--- src/rtl/ex_div_pkg.sv ---
// Shared definitions for the EX-stage divider: datapath width, ALU select
// encodings and the divider state encoding.
package ex_div_pkg;

  localparam int XLEN = 32;

  typedef enum logic [4:0] {
    SEL_ADD    = 5'b00000,
    SEL_SUB    = 5'b00001,
    SEL_SLL    = 5'b00010,
    SEL_SLT    = 5'b00011,
    SEL_SLTU   = 5'b00100,
    SEL_XOR    = 5'b00101,
    SEL_SRL    = 5'b00110,
    SEL_SRA    = 5'b00111,
    SEL_OR     = 5'b01000,
    SEL_AND    = 5'b01001,
    SEL_MUL    = 5'b01010,
    SEL_MULH   = 5'b01011,
    SEL_DIV    = 5'b01100,
    SEL_DIVU   = 5'b01101,
    SEL_REM    = 5'b01110,
    SEL_REMU   = 5'b01111,
    SEL_MULHSU = 5'b10000,
    SEL_MULHU  = 5'b10001
  } alu_sel_e;

  typedef enum logic [1:0] {
    ST_IDLE    = 2'd0,
    ST_CALC    = 2'd1,
    ST_SIGNFIX = 2'd2,
    ST_DONE    = 2'd3
  } div_state_e;

endpackage

--- src/rtl/ex_div_unit_div_step.sv ---
// One combinational restoring-division step: shift in the next dividend bit,
// trial-subtract the divisor and keep or restore the partial remainder.
module div_step
  import ex_div_pkg::*;
(
  input  logic [XLEN:0]   i_rem,
  input  logic            i_msb,
  input  logic [XLEN-1:0] i_divisor,
  output logic [XLEN:0]   o_rem,
  output logic            o_qbit
);

  logic [XLEN+1:0] w_shift;
  logic [XLEN+1:0] w_diff;

  // The partial remainder stays below the divisor, so the top shifted bit is
  // always zero and w_diff's MSB is a true sign bit.
  assign w_shift = {i_rem, i_msb};
  assign w_diff  = w_shift - {2'b00, i_divisor};
  assign o_qbit  = ~w_diff[XLEN+1];
  assign o_rem   = o_qbit ? w_diff[XLEN:0] : w_shift[XLEN:0];

endmodule

--- src/rtl/ex_div_unit.sv ---
// Multi-cycle radix-2 restoring divider for DIV/DIVU/REM/REMU; stalls the
// pipeline while running and pulses o_valid with a registered result.
module ex_div_unit
  import ex_div_pkg::*;
(
  input  logic            i_clk,
  input  logic            i_rst,
  input  logic            i_start,
  input  logic [4:0]      i_select,
  input  logic [XLEN-1:0] i_data1,
  input  logic [XLEN-1:0] i_data2,
  input  logic            i_flush,
  output logic [XLEN-1:0] o_result,
  output logic            o_valid,
  output logic            o_busy,
  output logic            o_stall
);

  div_state_e      r_state;
  logic [4:0]      r_op;
  logic [XLEN-1:0] r_dividend;
  logic [XLEN-1:0] r_divisor;
  logic [XLEN:0]   r_rem;
  logic [4:0]      r_count;
  logic            r_qneg;
  logic            r_rneg;
  logic [XLEN-1:0] r_result;
  logic            r_valid;

  logic            w_isSigned;
  logic            w_isRem;
  logic            w_opOk;
  logic            w_divZero;
  logic            w_overflow;
  logic [XLEN-1:0] w_absA;
  logic [XLEN-1:0] w_absB;
  logic [XLEN:0]   w_nextRem;
  logic            w_qbit;
  logic [XLEN-1:0] w_quotFix;
  logic [XLEN-1:0] w_remFix;
  logic            w_opIsRem;

  assign w_isSigned = (i_select == SEL_DIV) || (i_select == SEL_REM);
  assign w_isRem    = (i_select == SEL_REM) || (i_select == SEL_REMU);
  assign w_opOk     = (i_select == SEL_DIV) || (i_select == SEL_DIVU) ||
                      (i_select == SEL_REM) || (i_select == SEL_REMU);
  assign w_divZero  = (i_data2 == '0);
  assign w_overflow = w_isSigned && (i_data1 == 32'h8000_0000) &&
                      (i_data2 == 32'hFFFF_FFFF);

  // Negating 0x80000000 yields 0x80000000, which reads correctly as 2^31 unsigned.
  assign w_absA = (w_isSigned && i_data1[XLEN-1]) ? -i_data1 : i_data1;
  assign w_absB = (w_isSigned && i_data2[XLEN-1]) ? -i_data2 : i_data2;

  assign w_quotFix = r_qneg ? -r_dividend : r_dividend;
  assign w_remFix  = r_rneg ? -r_rem[XLEN-1:0] : r_rem[XLEN-1:0];
  assign w_opIsRem = (r_op == SEL_REM) || (r_op == SEL_REMU);

  div_step u_step (
    .i_rem     (r_rem),
    .i_msb     (r_dividend[XLEN-1]),
    .i_divisor (r_divisor),
    .o_rem     (w_nextRem),
    .o_qbit    (w_qbit)
  );

  // The dividend register doubles as the quotient: each step shifts one
  // dividend bit out of the top and one quotient bit into the bottom.
  always_ff @(posedge i_clk or posedge i_rst) begin
    if (i_rst) begin
      r_state    <= ST_IDLE;
      r_op       <= '0;
      r_dividend <= '0;
      r_divisor  <= '0;
      r_rem      <= '0;
      r_count    <= '0;
      r_qneg     <= 1'b0;
      r_rneg     <= 1'b0;
      r_result   <= '0;
      r_valid    <= 1'b0;
    end else if (i_flush) begin
      r_state <= ST_IDLE;
      r_valid <= 1'b0;
    end else begin
      case (r_state)
        ST_IDLE: begin
          r_valid <= 1'b0;
          if (i_start && w_opOk) begin
            r_op       <= i_select;
            r_dividend <= w_absA;
            r_divisor  <= w_absB;
            r_qneg     <= w_isSigned && (i_data1[XLEN-1] ^ i_data2[XLEN-1]);
            r_rneg     <= w_isSigned && i_data1[XLEN-1];
            r_rem      <= '0;
            r_count    <= '0;
            if (w_divZero) begin
              r_result <= w_isRem ? i_data1 : 32'hFFFF_FFFF;
              r_valid  <= 1'b1;
              r_state  <= ST_DONE;
            end else if (w_overflow) begin
              r_result <= w_isRem ? 32'h0000_0000 : 32'h8000_0000;
              r_valid  <= 1'b1;
              r_state  <= ST_DONE;
            end else begin
              r_state <= ST_CALC;
            end
          end
        end
        ST_CALC: begin
          r_rem      <= w_nextRem;
          r_dividend <= {r_dividend[XLEN-2:0], w_qbit};
          r_count    <= r_count + 5'd1;
          if (r_count == 5'd31) r_state <= ST_SIGNFIX;
        end
        ST_SIGNFIX: begin
          r_result <= w_opIsRem ? w_remFix : w_quotFix;
          r_valid  <= 1'b1;
          r_state  <= ST_DONE;
        end
        ST_DONE: begin
          r_valid <= 1'b0;
          r_state <= ST_IDLE;
        end
        default: begin
          r_valid <= 1'b0;
          r_state <= ST_IDLE;
        end
      endcase
    end
  end

  assign o_result = r_result;
  assign o_valid  = r_valid;
  assign o_busy   = (r_state == ST_CALC) || (r_state == ST_SIGNFIX);
  assign o_stall  = (i_start && w_opOk && (r_state == ST_IDLE) && !i_flush) || o_busy;

endmodule

--- config.mk ---
export PLATFORM = sky130hd
export DESIGN_NAME = ex_div_unit
export DESIGN_NICKNAME = d
export VERILOG_FILES = /design/src/rtl/ex_div_pkg.sv /design/src/rtl/ex_div_unit_div_step.sv /design/src/rtl/ex_div_unit.sv
export SDC_FILE = /design/constraint.sdc
export NUM_CORES = 1
export LEC_CHECK = 0
export CAP_MARGIN = 20
export CORE_MARGIN = 4
export CORE_UTILIZATION = 45
export CTS_CLUSTER_SIZE = 28
export DETAILED_ROUTE_END_ITERATION = 8
export PLACE_DENSITY = 0.65
export SLEW_MARGIN = 0
export SYNTH_ARGS = -nofsm -noshare
export SYNTH_HDL_FRONTEND = slang
export SYNTH_SLANG_ARGS = --single-unit
export TNS_END_PERCENT = 1
--- constraint.sdc ---
create_clock -name i_clk -period 5.3 [get_ports i_clk]
set_clock_uncertainty 0.05 [all_clocks]
set_input_delay 1.06 -clock i_clk [delete_from_list [all_inputs] [get_ports i_clk]]
set_output_delay 1.06 -clock i_clk [all_outputs]
set_load 0.1 [all_outputs]
# Word-level counts from Yosys, hierarchy flattened
# Index checks and enable logic that the tools add are counted.
dict set report op_classes {
  n_mul 0
  bitwise 3
  n_addsub 6
  n_reduce_logical 26
  n_mux 29
  div 0
  eq_ne 16
  n_lt_le_gt_ge 0
  n_shift 0
}
# op count
set ops {}
lappend ops {{$mux W32} 11}
lappend ops {{$neg A32 Y32} 4}
lappend ops {{$pmux W32 S2} 2}
lappend ops {{$mux W33} 2}
lappend ops {{$pmux W33 S2} 1}
lappend ops {{$eq A32 B32 Y1 const B} 2}
lappend ops {{$sub A34 B32 Y34} 1}
lappend ops {{$logic_not A32 Y1} 1}
lappend ops {{$eq A5 B4 Y1 const B} 6}
lappend ops {{$mux W2} 5}
lappend ops {{$pmux W5 S2} 1}
lappend ops {{$ne A3 B3 Y1 const B} 3}
lappend ops {{$logic_and A1 B1 Y1} 8}
lappend ops {{$logic_or A1 B1 Y1} 8}
lappend ops {{$pmux W2 S4} 1}
lappend ops {{$reduce_and A3 Y1} 2}
lappend ops {{$add A5 B1 Y5 const B} 1}
lappend ops {{$eq A5 B5 Y1 const B} 1}
lappend ops {{$mux W5} 1}
lappend ops {{$eq A2 B2 Y1 const B} 2}
lappend ops {{$mux W1} 4}
lappend ops {{$reduce_and A4 Y1} 1}
lappend ops {{$reduce_bool A2 Y1} 2}
lappend ops {{$reduce_bool A4 Y1} 1}
lappend ops {{8 further kinds} 9}
dict set report totals {
  latch_bits 0
  mem_count 0
  mem_bits_ro 0
  ram_bits 0
  elab_cells 90
  output_inout_bits 35
  register_bits 144
}

# Depth between registers and ports, before layout
# Gate-level depths: netlist of the first run.
dict set report depth {
  depth_word 9
  mapped_depth 14
  depth_no_buf 13
}

# By module
# Synthesis of the first run repeated with hierarchy kept, for this count alone.
dict set report hier_totals {
  cells_unflattened 1439
  hier_area_um2 11681.2
}
# mod seq_area_each_um2 area_each_um2 cells_each instances
set by_module_without_submodules {}
lappend by_module_without_submodules {ex_div_unit 3578.4 9510.4 1111 1}
lappend by_module_without_submodules {div_step 0.0 2170.8 328 1}

# Least setup slack after synthesis of the first run
# No wires, ideal clock.
dict set report synth_timing {
  kind {input to output}
  start {input port i_select[3]}
  end {output port o_stall}
  n_path_buf 1
  setup_slack_ns 1.682
  cell_stages 5
  t_required_ns 4.190
  arrival_ns 2.508
  path_cell_list {nand2_1 > nor2_1 > nand4b_1 > clkbuf_1 > nand2b_1}
}
dict set report synth_between {
  elab_chain_cells 8
}
# item line
set synth_rtl {}
lappend synth_rtl {{start, declared} ex_div_unit.sv:9} ;# input logic [4:0] i_select,
lappend synth_rtl {{$eq A5 B4 Y1} ex_div_unit.sv:45} ;# assign w_opOk = (i_select == SEL_DIV) || (i_select == SEL_DIVU) ||
lappend synth_rtl {{$logic_or A1 B1 Y1 (2 in series)} ex_div_unit.sv:45}
lappend synth_rtl {{$logic_or A1 B1 Y1 *} ex_div_unit.sv:46} ;# (i_select == SEL_REM) || (i_select == SEL_REMU);
lappend synth_rtl {{$logic_and A1 B1 Y1 * (3 in series)} ex_div_unit.sv:135} ;# assign o_stall = (i_start && w_opOk && (r_state == ST_IDLE) && !i_flush) || o_busy;
lappend synth_rtl {{$logic_or A1 B1 Y1 *} ex_div_unit.sv:135}
lappend synth_rtl {{end, declared} ex_div_unit.sv:16} ;# output logic o_stall
# Mark *: on every way between the ends. The rest lies on a longest branch, timed or not.

# Worst setup path after layout of the first run
dict set report layout_timing {
  start {input port i_data1[8]}
  end {register r_result[11] (netlist: o_result[11])}
}
dict set report layout_between {
  elab_chain_cells 5
}
# item line
set layout_rtl {}
lappend layout_rtl {{start, declared} ex_div_unit.sv:10} ;# input logic [XLEN-1:0] i_data1,
lappend layout_rtl {{$eq A32 B32 Y1} ex_div_unit.sv:48} ;# assign w_overflow = w_isSigned && (i_data1 == 32'h8000_0000) &&
lappend layout_rtl {{$logic_and A1 B1 Y1 (2 in series)} ex_div_unit.sv:48}
lappend layout_rtl {{$ne A3 B3 Y1 (no source line)} --}
lappend layout_rtl {{$reduce_and A4 Y1 (no source line)} --}
lappend layout_rtl {{end signal, assigned} ex_div_unit.sv:97} ;# r_result <= w_isRem ? i_data1 : 32'hFFFF_FFFF;
lappend layout_rtl {{end signal, assigned} ex_div_unit.sv:101} ;# r_result <= w_isRem ? 32'h0000_0000 : 32'h8000_0000;
lappend layout_rtl {{end signal, assigned} ex_div_unit.sv:116} ;# r_result <= w_opIsRem ? w_remFix : w_quotFix;
lappend layout_rtl {{end, declared} ex_div_unit.sv:27} ;# logic [XLEN-1:0] r_result;
# Every way passes these cells.
# A chain may end at the register's enable or synchronous reset.

==> results.sh, run 1 <==
export IMPL_status="finished clean"
export IMPL_path_delay_family="simple AND/OR/NAND/NOR gates"
export IMPL_synth_most_common_cell="nand2_1"
export IMPL_maxCapViolCount=0
export IMPL_ios=108
export IMPL_clk_latency_ns=0.43
export IMPL_p_leak_nw=5.23
export IMPL_synth_fp_nets=1511
export IMPL_synth_xor_area_share_pct=11.5
export IMPL_synthCells=1395
export IMPL_max_slew_margin_pct=31.5
export IMPL_yosys_cell_types_count=71
export IMPL_rows=57
export IMPL_grt_pass1_wl_um=54100
export IMPL_ys_ff_latch=143
export IMPL_peakVddDrop_mv=0.249
export IMPL_dp_hpwl_um=24200
export IMPL_grt_max_degree=96
export IMPL_ys_seq_area_share_pct=32.4
export IMPL_rrSetupSlack_ns=1.43
export IMPL_power_density_nw_per_um2=560
export IMPL_crit_chain="clkdlybuf4s50_1 -> nor4_1 -> nand3b_1 -> nor4_2 -> nand4_1 -> nor4_1 -> a21oi_1 -> a211o_2 -> mux2_2"
export IMPL_initialDrtViolationCount=846
export IMPL_cp_arrival_ns=4.51
export IMPL_wirelength_um=33000
export IMPL_avgSynthCellArea_um2=7.91
export IMPL_grt_overflow_total=0
export IMPL_reg2reg_from="r_dividend[31]"
export IMPL_antenna_cells=0
export IMPL_rsz0062_at_grt="no"
export IMPL_yosys_top_cells_count="nand2_1, o21ai_0, dfrtp_1"
export IMPL_synth_top_family_by_area="compound AO/OA/AOI/OAI gates"
export IMPL_firstDrtPassIters=7
export IMPL_synth_edf_count=0
export IMPL_die_y_um=165
export IMPL_cts_buffers=17
export IMPL_cp_end_kind="flop"
export IMPL_hold_path_class="flop to flop"
export IMPL_synth_mux_area_share_pct=2.10
export IMPL_fin_nets=1577
export IMPL_antenna_found_initial=0
export IMPL_clk_pin_slew_worst_paths_ns=0.06
export IMPL_fp_dieW_um=165
export IMPL_finalSetupTns_ns=0
export IMPL_final_period_utilization_pct=80.1
export IMPL_synthSimpleGateAreaFrac_pct=18.9
export IMPL_drtAntennaViolNets=0
export IMPL_die_area_um2=27100
export IMPL_drive_gt1_share_pct=4.96
export IMPL_timing_final_crit_period_ns=4.25
export IMPL_cts_tree="done"
export IMPL_hold_ws_ns=0.427
export IMPL_cts_sinks=143
export IMPL_critical_path_required_ns=5.56
export IMPL_cts_root_buffer="clkbuf_16"
export IMPL_syn_area_um2=11000
export IMPL_ys_warn_count=0
export IMPL_hold_start="o_result[7]"
export IMPL_via_per_inst=5.87
export IMPL_grt_pass1_vias=10300
export IMPL_layout_cells_non_filler=1796
export IMPL_synth_top_area_share_pct=32.4
export IMPL_clk_path_buf_depth=2
export IMPL_place_inst=1765
export IMPL_synthAdderAreaFrac_pct=4.94
export IMPL_crit_fanout=63
export IMPL_cts_resized=0
export IMPL_critPathLaunchType="input pin"
export IMPL_port_buffers=107
export IMPL_fmax_mhz=235
export IMPL_worst_path_most_repeated_cell="nor4_1"
export IMPL_drv_slew=0
export IMPL_drc=0
export IMPL_synth_top_cell_by_area="dfrtp_1"
export IMPL_wire_per_inst_um=18.4
export IMPL_cp_num_buf_inv=1
export IMPL_slowest_delay_ns=0.71
export IMPL_cts_setup_buffers=0
export IMPL_path_class="input pin to flop"
export IMPL_htreeDepth=4
export IMPL_tightest_slew_ns=1.03
export IMPL_crit_start="i_data1[8]"
export IMPL_postCtsHoldBufs=0
export IMPL_gp_congestion=0.909
export IMPL_vias=10500
export IMPL_synth_area_leaders="dfrtp_1, o21ai_0, xor2_1"
export IMPL_ys_async_sr_fraction_pct=100
export IMPL_area_growth_pct=17.8
export IMPL_hold_violations=0
export IMPL_initial_core_util_pct=45.5
export IMPL_synth_compound_area_share_pct=25.3
export IMPL_synth_ff_type="dfrtp_1"
export IMPL_core_area_um2=24200
export IMPL_cp_slowest_cell="a211o_2"
export IMPL_setup_viol=0
export IMPL_track_usage_pct=24.8
export IMPL_fill_cells=2336
-- cells by family after synthesis --
logic type                 count (synthesis)
AOI/OAI and AO/OA                        458
and+or+nand+nor                          447
xor gates and xnor gates                 145
DFF                                      143
buffers and inverters                    136
adders and majority gates                 43
muxes                                     23
-- worst paths after layout --
check,endpoint,depth (start not counted)
min in group asynchronous,o_result[4],2
worst max-delay path,o_result[11],9
max in group asynchronous,r_rneg,3
worst max register to register,r_rem[11],12
worst min register to register,o_result[7],2
worst min-delay path,o_result[7],2
-- per-stage QoR --
step	power [mW]	utilization (%)	worst slack, ns	area [um2]
finish	7.28	53.6	1.05	13000
global route	7.86	53.6	0.776	13000
CTS	7.27	53.5	1.06	13000
detailed placement	5.95	51.0	0.629	12400
global placement	5.89	51.0	0.701	12400
floorplan	4.92	-	0.352	11000
-- power by group --
group	internal, mW	switching, mW	leakage, nW
Clock	0.805	0.477	0.301
Combinational	1.58	2.51	3.05
Sequential	1.43	0.481	1.88
-- placed cells by master (no fill, tap or decap), types with 7 or more instances in the layout --
cell type        instances
buf_4                   19
nand3_1                 20
o21a_1                   7
nor4_1                  16
xor2_1                  79
or4_1                   11
a21o_1                  16
dfrtp_1                143
o22ai_1                 27
o21ai_0                173
nand2_1                174
nor2_1                 116
ha_1                    42
a32oi_1                  9
inv_1                   56
a21oi_1                101
nor2b_1                  9
nor3_1                  25
a22oi_1                 10
clkdlybuf4s50_1        106
clkbuf_16               17
and2_1                   9
nand4_1                 20
o31ai_1                 27
a211oi_1                 9
xnor2_1                 66
o41ai_1                 22
mux2i_1                 22
o211ai_1                10
nand2b_1                10
-- state kept, by name, summed over array words and instances, names as in the netlist --
name	count
r_divisor	32
r_rneg	1
o_result	32
r_dividend	32
r_qneg	1
r_count	5
r_state	2
o_valid	1
r_rem	33
r_op	4
-- worst reg2reg max path: stages, from the launching register on --
cell	delay, ns
dfrtp_1	0.54
inv_1	0.08
ha_1	0.21
nor2b_1	0.15
o2111ai_1	0.15
a21oi_1	0.30
a21oi_1	0.19
o31ai_2	0.54
a211oi_1	0.30
nor2_2	0.49
buf_4	0.38
mux2i_1	0.26
o21ai_0	0.10
-- layout make-up --
class	instances	area [um2]	share of cell area [%]
flip-flops and latches	143	3580	27.5
inverters	57	219	1.68
well taps	324	405	3.12
repair buffers	126	1230	9.47
multi-input cells	1116	6950	53.5
clock buffers	19	453	3.48
clock inverters	11	164	1.26
-- metal layers --
layer	vias to the layer above	global-route usage, %	wire (um)
li1	5153	-	-
met1	4957	34.3	15000
met2	371	40.6	15200
met3	56	3.67	2100
met4	0	7.37	739
met5	-	0	0
Note: power is estimated with default switching activity, not from simulation.
==> run 2, diff against run 1 <==
Clock period 5.3 ns to 4.21 ns, I/O delays scaled along.
==> run 2 against run 1 <==
  * Non-clock buffer count grew 22
  * Core utilization grew 0.96 points
  * Cell area grew 1.8%
  * Power grew 27%
  * First-iteration DRC count shrank 4.4%
  * Sequential power grew 26%
  * Die area is the same
  * Sequential share of layout area shrank 0.48 points
  * Register-to-register slack lost 0.80 ns
  * Setup slack lost 0.45 ns
  * Wire length shrank 0.65%
  * Via count grew 0.18%
  * Critical endpoint is now o_result[18]
  * Largest cell class unchanged
  * Largest power group unchanged
==> results.sh, run 2 (synthesized netlist as in run 1, its figures left out) <==
export IMPL_crit_start="i_data2[16]"
export IMPL_ios=108
export IMPL_cp_depth=10
export IMPL_antenna_cells=0
export IMPL_peakVddDrop_mv=0.450
export IMPL_port_buffers=107
export IMPL_rr_worst_depth=14
export IMPL_fp_dieW_um=165
export IMPL_seqPwrFrac_pct=25.9
export IMPL_cp_num_buf_inv=2
export IMPL_grt_pass1_wl_um=53800
export IMPL_antenna_found_initial=0
export IMPL_drtAntennaViolNets=0
export IMPL_layout_cells_non_filler=1820
export IMPL_cts_sinks=143
export IMPL_fin_nets=1599
export IMPL_cts_root_buffer="clkbuf_16"
export IMPL_swShare_pct=47.3
export IMPL_vias=10600
export IMPL_hold_violations=0
export IMPL_clk_pin_slew_worst_paths_ns=0.06
export IMPL_area_growth_pct=19.9
export IMPL_dp_hpwl_um=24800
export IMPL_fmax_mhz=278
export IMPL_reg2reg_from="r_dividend[31]"
export IMPL_firstDrtPassIters=5
export IMPL_die_area_um2=27100
export IMPL_cts_tree="done"
export IMPL_crit_chain="clkdlybuf4s50_1 -> or4_1 -> nor4_1 -> nor2b_1 -> and4_2 -> a21oi_1 -> a211o_2 -> buf_12 -> nand2_1 -> o21ai_0"
export IMPL_path_delay_family="simple AND/OR/NAND/NOR gates"
export IMPL_crit_fanout=42
export IMPL_grt_overflow_total=0
export IMPL_place_inst=1788
export IMPL_gp_congestion=0.882
export IMPL_largest_reg_flops=33
export IMPL_tightest_slew_ns=0.994
export IMPL_max_slew_margin_pct=33.5
export IMPL_drc=0
export IMPL_track_usage_pct=24.7
export IMPL_hold_path_class="flop to flop"
export IMPL_regMostFlops="r_rem"
export IMPL_rsz0062_at_grt="no"
export IMPL_core_area_um2=24200
export IMPL_path_class="input pin to flop"
export IMPL_clock_power_share_pct=17.6
export IMPL_wire_per_inst_um=18.0
export IMPL_cp_end_kind="flop"
export IMPL_drv_slew=0
export IMPL_rr_endpoint="r_rem[32]"
export IMPL_htreeDepth=4
export IMPL_rrSetupSlack_ns=0.63
export IMPL_postCtsHoldBufs=0
export IMPL_critical_path_required_ns=4.46
export IMPL_finalSetupTns_ns=0
export IMPL_timing_final_crit_period_ns=3.60
export IMPL_hold_ws_ns=0.426
export IMPL_wirelength_um=32800
export IMPL_cts_resized=0
export IMPL_cp_arrival_ns=3.85
export IMPL_final_cell_mix="nand2_1, o21ai_0, dfrtp_1"
export IMPL_p_leak_nw=5.35
export IMPL_die_y_um=165
export IMPL_cp_slowest_cell="or4_1"
export IMPL_p_comb_share_pct=56.4
export IMPL_p_int_mw=4.88
export IMPL_final_common_cell="nand2_1"
export IMPL_via_per_inst=5.80
export IMPL_status="finished clean"
export IMPL_clk_latency_ns=0.43
export IMPL_switchingPower_mw=4.37
export IMPL_critPathLaunchType="input pin"
export IMPL_slowest_delay_ns=0.62
export IMPL_grt_max_degree=96
export IMPL_clk_path_buf_depth=2
export IMPL_cts_setup_buffers=0
export IMPL_cts_buffers=17
export IMPL_initialDrtViolationCount=809
export IMPL_power_density_nw_per_um2=699
export IMPL_hold_start="o_result[15]"
export IMPL_final_period_utilization_pct=85.6
export IMPL_rows=57
export IMPL_grt_pass1_vias=10100
export IMPL_setup_viol=0
export IMPL_cp_endpoint="o_result[18]"
export IMPL_maxCapViolCount=0
export IMPL_initial_core_util_pct=45.5
export IMPL_drive_gt1_share_pct=6.42
## run 2: changes by cell type in the layout (fill, tap and decap cells not counted), sizes merged
cell / change
clkinv: +1
inv: -1
clkinvlp: +2
buf: +22
## run 2: layout make-up
type	count	area [um2]
flip-flops and latches	143	3580
repair buffers	148	1450
clock inverters	13	188
inverters	57	218
well taps	324	405
multi-input cells	1116	6950
clock buffers	19	443
fillers	2311	11000
## run 2: metal layers
metal / routed length [um] / vias to the layer above / share of wire (%) / track usage [%]
met3: 2070 / 41 / 6.3 / 3.09
met5: 0 / - / 0 / 0
met2: 15200 / 367 / 46 / 40.3
met4: 631 / 0 / 1.9 / 7.03
met1: 14900 / 4965 / 45 / 34.6
li1: - / 5183 / - / -
## run 2: tightest hold or removal path, cell delays in order (launching register included)
cell and delay (ns):
dfrtp_1 0.34, nand2_1 0.04, o21ai_0 0.06
## run 2: how the worst min path moves through the flow
stage	to	cells past startpoint	slack, ns
finish	o_result[15]	2	0.43
global route	o_result[10]	2	0.46
detailed placement	o_result[15]	2	0.42
CTS	r_divisor[5]	2	0.43
global placement	r_divisor[7]	2	0.41
floorplan	r_op[3]	1	0.40
## run 2: power by group through the flow
stage	clock network (mW)	logic [mW]	registers [mW]
finish	1.63	5.22	2.40
global route	1.71	5.80	2.46
CTS	1.65	5.19	2.38
detailed placement	0	5.16	2.40
global placement	0	5.13	2.38
floorplan	0	3.83	2.36
## run 2: per-stage QoR
| step | setup WS (ns) | power (mW) | cell area [um2] | util, % |
|---|---|---|---|---|
| floorplan | 0.961 | 6.19 | 11000 | - |
| global placement | 0.294 | 7.51 | 12600 | 52.0 |
| detailed placement | 0.229 | 7.56 | 12600 | 52.0 |
| CTS | 0.618 | 9.22 | 13200 | 54.6 |
| global route | 0.313 | 9.98 | 13200 | 54.6 |
| finish | 0.607 | 9.25 | 13200 | 54.6 |
